<file path="src/rtl/fetch_pc_pkg.sv">
// Shared fetch-stage definitions: address map, opcode/funct encodings and
// the PC source selection used by the fetch unit.
package fetch_pc_pkg;

  localparam logic [31:0] PC_RESET_DEFAULT = 32'h0000_3000;
  localparam logic [31:0] EXC_VEC_DEFAULT  = 32'h0000_4180;
  localparam logic [31:0] IM_LO_DEFAULT    = 32'h0000_3000;
  localparam logic [31:0] IM_HI_DEFAULT    = 32'h0000_6FFC;

  localparam logic [5:0] OP_SPECIAL = 6'b000000;
  localparam logic [5:0] OP_REGIMM  = 6'b000001;
  localparam logic [5:0] OP_J       = 6'b000010;
  localparam logic [5:0] OP_JAL     = 6'b000011;
  localparam logic [5:0] OP_BEQ     = 6'b000100;
  localparam logic [5:0] OP_BNE     = 6'b000101;
  localparam logic [5:0] OP_BLEZ    = 6'b000110;
  localparam logic [5:0] OP_BGTZ    = 6'b000111;
  localparam logic [5:0] FN_JR      = 6'b001000;
  localparam logic [5:0] FN_JALR    = 6'b001001;

  typedef enum logic [2:0] {
    SEL_SEQ,
    SEL_REDIR,
    SEL_HOLD,
    SEL_ERET,
    SEL_EXC
  } pc_sel_e;

  // Redirect priority: exception entry > eret > stall > D-stage redirect > sequential.
  function automatic pc_sel_e pc_select(input logic exc_req, input logic eret_m,
                                        input logic stall, input logic redir_valid);
    if (exc_req)          return SEL_EXC;
    else if (eret_m)      return SEL_ERET;
    else if (stall)       return SEL_HOLD;
    else if (redir_valid) return SEL_REDIR;
    else                  return SEL_SEQ;
  endfunction

  function automatic logic addr_err(input logic [31:0] addr, input logic [31:0] lo,
                                    input logic [31:0] hi);
    return (addr[1:0] != 2'b00) || (addr < lo) || (addr > hi);
  endfunction

endpackage

</file>
<file path="src/rtl/fetch_cti_predecode.sv">
// Classifies a fetched word as a control-transfer instruction (branch/jump),
// which marks the next sequential fetch as a branch delay slot.
module fetch_cti_predecode
  import fetch_pc_pkg::*;
(
  input  logic [31:0] instr,
  output logic        is_cti
);

  logic [5:0] op;
  logic [5:0] fn;
  logic       unused_fields;

  assign op = instr[31:26];
  assign fn = instr[5:0];
  // Register/immediate fields carry no control-transfer information.
  assign unused_fields = ^instr[25:6];

  always_comb begin
    is_cti = 1'b0;
    case (op)
      OP_BEQ, OP_BNE, OP_BLEZ, OP_BGTZ: is_cti = 1'b1;
      OP_REGIMM:                        is_cti = 1'b1;
      OP_J, OP_JAL:                     is_cti = 1'b1;
      OP_SPECIAL:                       is_cti = (fn == FN_JR) || (fn == FN_JALR);
      default:                          is_cti = 1'b0;
    endcase
  end

endmodule

</file>
<file path="src/rtl/fetch_pc_unit.sv">
// Fetch-stage PC owner: selects the next PC, checks fetch address legality and
// produces the combinational instr/pc/pc8/adel/bd payload for the IF/ID register.
module fetch_pc_unit
  import fetch_pc_pkg::*;
#(
  parameter logic [31:0] RESET_PC = PC_RESET_DEFAULT,
  parameter logic [31:0] EXC_VEC  = EXC_VEC_DEFAULT,
  parameter logic [31:0] IM_LO    = IM_LO_DEFAULT,
  parameter logic [31:0] IM_HI    = IM_HI_DEFAULT
) (
  input  logic        clk,
  input  logic        reset,
  input  logic        stall,
  input  logic        exc_req,
  input  logic        eret_m,
  input  logic [31:0] epc,
  input  logic        redir_valid,
  input  logic [31:0] redir_target,
  input  logic [31:0] im_rdata,
  output logic [31:0] im_addr,
  output logic [31:0] instr_f,
  output logic [31:0] pc_f,
  output logic [31:0] pc8_f,
  output logic        adel_f,
  output logic        bd_f
);

  logic [31:0] pc_q, pc_d;
  logic        bd_q, bd_d;
  logic        adel;
  logic        is_cti;
  pc_sel_e     sel;

  assign adel = addr_err(pc_q, IM_LO, IM_HI);
  // A faulting fetch becomes a nop so it can never flag the next fetch as a delay slot.
  assign instr_f = adel ? 32'h0 : im_rdata;

  fetch_cti_predecode u_predecode (
    .instr  (instr_f),
    .is_cti (is_cti)
  );

  always_comb begin
    pc_d = pc_q;
    bd_d = bd_q;
    sel  = pc_select(exc_req, eret_m, stall, redir_valid);
    case (sel)
      SEL_EXC: begin
        pc_d = EXC_VEC;
        bd_d = 1'b0;
      end
      SEL_ERET: begin
        pc_d = epc;
        bd_d = 1'b0;
      end
      SEL_HOLD: begin
        pc_d = pc_q;
        bd_d = bd_q;
      end
      SEL_REDIR: begin
        pc_d = redir_target;
        bd_d = is_cti;
      end
      default: begin
        pc_d = pc_q + 32'd4;
        bd_d = is_cti;
      end
    endcase
  end

  always_ff @(posedge clk) begin
    if (reset) begin
      pc_q <= RESET_PC;
      bd_q <= 1'b0;
    end else begin
      pc_q <= pc_d;
      bd_q <= bd_d;
    end
  end

  assign im_addr = pc_q;
  assign pc_f    = pc_q;
  assign pc8_f   = pc_q + 32'd8;
  assign adel_f  = adel;
  assign bd_f    = bd_q;

endmodule

</file>
<file path="config.mk">
export PLATFORM = sky130hd
export DESIGN_NAME = fetch_pc_unit
export DESIGN_NICKNAME = d
export VERILOG_FILES = /design/src/rtl/fetch_pc_pkg.sv /design/src/rtl/fetch_cti_predecode.sv /design/src/rtl/fetch_pc_unit.sv
export SDC_FILE = /design/constraint.sdc
export NUM_CORES = 1
export LEC_CHECK = 0
export CAP_MARGIN = 0
export CORE_UTILIZATION = 37
export DETAILED_ROUTE_END_ITERATION = 10
export GPL_TIMING_DRIVEN = 0
export PLACE_DENSITY_LB_ADDON = 0.3
export SYNTH_ARGS = -nofsm -noshare
export SYNTH_HDL_FRONTEND = slang
export SYNTH_HIERARCHICAL = 1
export SYNTH_SLANG_ARGS = --single-unit
</file>
<file path="constraint.sdc">
create_clock -name clk -period 3.05 [get_ports clk]
set_input_delay 0.305 -clock clk [delete_from_list [all_inputs] [get_ports clk]]
set_output_delay 0.305 -clock clk [all_outputs]
set_load 0.03 [all_outputs]
</file>
==> out/qor.yml, run 1 <==
numCtsBuffers: 5
sw_frac_of_total_pct: 38.7
cts_sinks: 33
crit_chain: "clkbuf_1 -> nor4_1 -> nand3_1 -> nor3_4 -> buf_4 -> clkbuf_1 -> inv_1 -> clkdlybuf4s50_1"
yosys.area.top_type: "dfxtp_1"
hold_buffers: 0
place_ws_ns: -0.405
cts_tree: "done"
layout_commonest_cell: "clkdlybuf4s50_1"
ant_nets: 0
worstSetupPathType: "flip-flop to output pin"
n_fill_cell: 830
crit_family: "buffers and inverters"
synth_edf_count: 0
hold_class: "flip-flop to flip-flop"
fmax_mhz: 338
cts-root-buf: "clkbuf_8"
drive_above_1_share_pct: 11.0
synthArstFlopShare_pct: 0
ys_seq_area_share_pct: 18.8
max_stage_delay_ns: 0.60
crit_buf_inv: 5
initial_utilization_pct: 38.1
wire_per_inst_um: 18.6
pwr-share-clk_pct: 22.9
required_ns: 2.74
die_w_um: 99.5
port_buffers: 229
pwr-share-comb_pct: 47.2
setup_violations: 0
min_period_over_period_pct: 96.9
grt-ovfl-total: 0
power_frac_seq_pct: 29.9
power_per_cell_area_mw_per_mm2: 274
first_global_vias: 4769
diodes: 0
finalCriticalPeriod_ns: 2.95
grt_max_degree: 12
postSynthAreaPerCell_um2: 6.90
report.final.hold_viol_count: 0
cts.path.max_buffers: 2
drt_first_iter_violations: 329
most-common-layout-cells: "clkdlybuf4s50_1 (180), nand2_1 (49), buf_4 (39), and2_1 (38), dlygate4sd2_1 (36)"
synth_flop_cell: "dfxtp_1"
power_mw: 1.67
die_y_um: 99.5
netlist_instances: 510
clk_latency_ns: 0.29
row_count: 35
synth_cell_types: 57
multi_input_area_mm2: 0.00237
gp_congestion: 0.933
core_mm2: 0.00924
antenna_found_initial: 0
clk_pin_slew_ns: 0.08
clock_skew_ns: 0.00800
finalMaxSlewViolations: 0
leakage_nw: 2.64
crit_path_end_kind: "output pin"
synth_fp_nets: 614
nets: 851
relSlewSlack_pct: 6.75
setup_slack_ns: 0.0955
critPathSlowestCell: "clkdlybuf4s50_1"
finalCoreUtilization_pct: 66.0
ys_ff_latch: 33
post-route-drc-count: 0
tns_ns: 0
drt-vias-per-instance: 5.51
cap_violations: 0
yosys_warnings: 6
grt_usage_pct: 32.7
htree_num_levels: 2
area_delta_synth_final_pct: 73.3
power.switching_mw: 0.647
peakVddDrop_uv: 183
grt_pass1_wl_um: 25000
synthTopCellsByArea: "dfxtp_1 (19%), buf_4 (7.7%), and2_1 (6.8%)"
dp_hpwl_um: 12600
synth_top_area_share_pct: 18.8
tightestPinTransition_ns: 1.39
ff_latch_area_um2: 667
whs_ns: 0.573
worst_path_most_repeated_cell: "clkbuf_1"
dieArea_mm2: 0.00991
synth_area_mm2: 0.00352
vias: 4832
worst_ep_arrival_time_ns: 2.65
drt-pass1-iter-count: 5
startpoint_type: "flip-flop"
ioPinCount: 232
finalWirelength_um: 16300
status: "complete, no violations"
intPower_mw: 1.02
path_max_fanout: 10
rsz0062_at_grt: "true"
state kept, by name, indices dropped and copies added, names as in the netlist:
signal	cells
bd_f	1
im_addr	32
Yosys cell counts, types with 3 or more instances:
library cell and instances:
o31a_1 4, clkbuf_1 33, o21ai_0 19, inv_1 20
buf_4 36, nor2_1 33, nand3_1 17, nand2b_1 7
nand3b_1 3, nand2_1 50, or2_2 3, o221ai_1 4
o21a_1 3, nor3_1 22, nor4_1 13, dfxtp_1 33
xor2_1 13, a221o_1 6, nand4_1 18, and2_1 38
a21oi_1 33, or3_1 5, buf_1 3, buf_2 8
xnor2_1 20, and3_1 3, nor4_2 3, a211oi_1 12
mux2i_1 7
path summary, 6_finish.rpt:
check / startpoint / end / slack (ns) / depth (start not counted)
setup / recovery: im_addr[21] / adel_f / 0.1 / 8
hold / removal: bd_f / bd_f / 0.57 / 2
setup reg to reg: im_addr[29] / bd_f / 0.12 / 12
hold reg to reg: bd_f / bd_f / 0.57 / 2
per-layer routing:
| layer | global-route usage [%] | up-vias | routed length (µm) |
|---|---|---|---|
| li1 | - | 2242 | - |
| met1 | 36.2 | 2219 | 5910 |
| met2 | 59.3 | 314 | 8350 |
| met3 | 6.68 | 57 | 1360 |
| met4 | 16.1 | 0 | 688 |
| met5 | 0 | - | 0 |
worst register-to-register path, stage by stage (launching register included):
cell	delay (ns)
dfxtp_1	0.38
clkbuf_1	0.39
nor3_1	0.11
nand3_1	0.15
nor3_4	0.06
buf_4	0.16
clkbuf_2	0.19
and2_1	0.21
nor3_2	0.25
nand3b_1	0.12
a2111oi_1	0.46
mux2i_1	0.13
nor4_1	0.21
through the flow:
step	area, µm²	cells
final	6100	877
after global routing	6100	877
after CTS	6070	877
after detailed placement	5970	868
after global placement	5970	868
after floorplan	3520	510
layout make-up:
| class | instances | area share [%] |
|---|---|---|
| multi-input combinational | 376 | 38.8 |
| clock buffer | 7 | 1.58 |
| sequential | 33 | 10.9 |
| inverter | 21 | 1.29 |
| clock inverter | 1 | 0.0820 |
| timing repair buffer | 232 | 37.4 |
| tap | 129 | 2.65 |
| buffer | 78 | 7.22 |
repair_timing:
item,in CTS,in global routing
resized for setup,49,22
endpoints found under the hold margin,0,0
setup buffers,3,0
endpoints found under the setup margin,54,33
pin swaps,2,0
power groups by stage:
stage	clock network, mW	logic (mW)	registers (mW)
5_1_grt	0.399	0.831	0.504
2_1_floorplan	0	0.373	0.540
3_3_place_gp	0	0.787	0.505
4_1_cts	0.380	0.784	0.498
3_5_place_dp	0	0.792	0.505
6_report	0.383	0.789	0.500
cells by family after synthesis:
family                     synth area share, %
AOI/OAI and AO/OA                         20.4
xor gates and xnor gates                  8.21
adders and majority gates                0.711
buffers and inverters                     14.9
DFF                                       18.8
muxes                                     1.99
and+or+nand+nor                           35.0
Power figures use the tool's default switching activity.
==> inputs of run 2 (changes only) <==
--- a/config.mk
+++ b/config.mk
@@ -5,8 +5,9 @@
 export SDC_FILE = /design/constraint.sdc
 export NUM_CORES = 1
 export LEC_CHECK = 0
+export ABC_AREA = 1
 export CAP_MARGIN = 0
-export CORE_UTILIZATION = 37
+export CORE_UTILIZATION = 38
 export DETAILED_ROUTE_END_ITERATION = 10
 export GPL_TIMING_DRIVEN = 0
 export PLACE_DENSITY_LB_ADDON = 0.3
==> run 2 against run 1 <==
Clock skew is 0.0016 ns lower. Register-to-register slack gained 0.64 ns. Hold slack got worse by 0.11 ns. Clock-buffer cell count did not move. Final cell count is 16% higher. Critical path type unchanged.
==> out/qor.yml, run 2 <==
status: "complete, no violations"
cap_violations: 0
synth_top_family_by_area: "simple AND/OR/NAND/NOR gates"
numCtsBuffers: 5
ys_ff_latch: 33
synthMuxAreaShare_pct: 0
rsz0062_at_grt: "false"
wire_per_inst_um: 16.6
ff_latch_area_um2: 666
peakVddDrop_uv: 162
finalWirelength_um: 17000
layout_commonest_cell: "clkdlybuf4s50_1"
most-common-layout-cells: "clkdlybuf4s50_1 (213), nand2_1 (206), nor2_1 (98), inv_1 (82), buf_4 (39)"
critPathSlowestCell: "clkdlybuf4s50_1"
min_period_over_period_pct: 97.1
finalMaxSlewViolations: 0
tightestPinTransition_ns: 0.708
largest_reg_flops: 32
drt-vias-per-instance: 5.00
first_global_vias: 4909
power_mw: 1.77
vias: 5100
netlist_instances: 653
ant_nets: 0
htree_num_levels: 2
hold_class: "input port to flip-flop"
startpoint_type: "flip-flop"
relSlewSlack_pct: 52.8
required_ns: 2.74
row_count: 35
clk_latency_ns: 0.29
wl_met3_um: 1330
yosys_warnings: 6
fmax_mhz: 338
synth_area_mm2: 0.00363
grt_pass1_wl_um: 25000
nets: 995
die_w_um: 99.8
synth-simple-area-share_pct: 42.7
gp_congestion: 0.981
diodes: 0
post-route-drc-count: 0
setup_violations: 0
cts_sinks: 33
area_delta_synth_final_pct: 71.8
power_per_cell_area_mw_per_mm2: 283
critPathCapture: "pc8_f[28]"
drive_above_1_share_pct: 10.3
hold_buffers: 0
top_layer: "met4"
wl_met2_um: 8530
worst_ep_arrival_time_ns: 2.66
yosys.area.top_type: "nand2_1"
postSynthAreaPerCell_um2: 5.57
synth_compound_area_share_pct: 10.6
core_mm2: 0.00924
tns_ns: 0
clk_pin_slew_ns: 0.07
synth_xor_area_share_pct: 9.12
path_max_fanout: 7
multi_input_area_mm2: 0.00230
grt_usage_pct: 33.1
r2r_slack_ns: 0.76
synthMostInstantiatedCell: "nand2_1"
synth_fp_nets: 757
met1Wirelength_um: 6240
drt-pass1-iter-count: 5
leakage_nw: 2.89
die_y_um: 99.8
worstSetupPathType: "flip-flop to output pin"
dieArea_mm2: 0.00996
cts-root-buf: "clkbuf_8"
r2r_cells: 12
antenna_found_initial: 0
crit_chain: "nand2_2 -> nor2_2 -> nand2_1 -> nor3_2 -> nand3_1 -> xor2_1 -> clkdlybuf4s50_1"
synth_flop_cell: "dfxtp_1"
report.final.hold_viol_count: 0
critPathLaunch: "im_addr[12]"
initial_utilization_pct: 39.3
max_stage_delay_ns: 0.72
cts_tree: "done"
n_fill_cell: 811
netlist_top_cells_count: "nand2_1 (206), nor2_1 (99), inv_1 (82), buf_4 (38), dfxtp_1 (33)"
synth_edf_count: 0
port_buffers: 230
grt-ovfl-total: 0
hold_path_startpoint: "reset"
synthAdderAreaFrac_pct: 0.688
crit_path_end_kind: "output pin"
r2r-end: "bd_f"
drt_first_iter_violations: 350
r2r-start: "im_addr[27]"
grt_max_degree: 12
synthTopCellsByArea: "nand2_1 (21%), dfxtp_1 (18%), nor2_1 (10%)"
cts.path.max_buffers: 2
synth_top_area_share_pct: 21.3
ioPinCount: 232
synthArstFlopShare_pct: 0
dp_hpwl_um: 13900
clock_skew_ns: 0.00645
ys_seq_area_share_pct: 18.2
finalCriticalPeriod_ns: 2.96
synth_cell_types: 30
## run 2: routing by layer
layer  GRT usage [%]  vias up
met5               0        -
met4            16.5        0
met3            5.01       50
met2            61.3      285
met1            36.6     2317
li1                -     2448
## run 2: worst min path at each step
stage                        endpoint  slack, ns  depth (start not counted)
after floorplan            im_addr[4]       0.47                          2
after detailed placement         bd_f       0.46                          2
after global placement           bd_f       0.45                          2
final                            bd_f       0.47                          2
after global routing      im_addr[19]       0.48                          2
after CTS                        bd_f       0.45                          2
## run 2: power by group
part | total (mW) | switching, mW | internal [mW] | leakage, nW
sequential | 0.527 | 0.0675 | 0.459 | 0.272
combinational | 0.851 | 0.461 | 0.391 | 2.57
clock | 0.387 | 0.183 | 0.205 | 0.0542
total | 1.77 | 0.711 | 1.05 | 2.89
## run 2: cell families (layout without fill, tap and decap cells)
kind of cell / Yosys count / count (layout)
xor+xnor: 37 / 37
flops: 33 / 33
buf+inv: 141 / 380
fa+ha+maj: 2 / 2
simple gates: 369 / 369
compound gates: 71 / 71
## run 2: area by class of cell
cell class,count,share of cell area (%)
well taps,129,2.58
repair buffers,231,37.3
inverters,87,5.23
clock inverters,1,0.0801
flip-flops and latches,33,10.7
plain buffers,54,5.71
clock buffers,7,1.54
multi-input cells,479,36.9
## run 2: repair_timing
action	4_1_cts	5_1_grt
resized for setup	8	18
endpoints found under the setup margin	9	37
pin swaps	0	1
setup buffers	0	1
## run 2: critical path: cells and delay by family (launching register included)
kind / cells / cell delay, ns
DFF: 1 / 0.56
buffers and inverters: 1 / 0.72
and+or+nand+nor: 5 / 0.90
xor gates and xnor gates: 1 / 0.18
## run 2: stage by stage
step | setup slack, ns | util, % | std cells | hold slack (ns) | cell area (µm²)
after floorplan | 0.677 | - | 653 | 0.465 | 3630
after global placement | 0.0617 | 66.0 | 1012 | 0.452 | 6100
after detailed placement | 0.0623 | 66.0 | 1012 | 0.457 | 6100
after CTS | -0.0237 | 67.2 | 1020 | 0.455 | 6210
after global routing | 0.00819 | 67.6 | 1021 | 0.482 | 6250
final | 0.0880 | 67.6 | 1021 | 0.465 | 6250
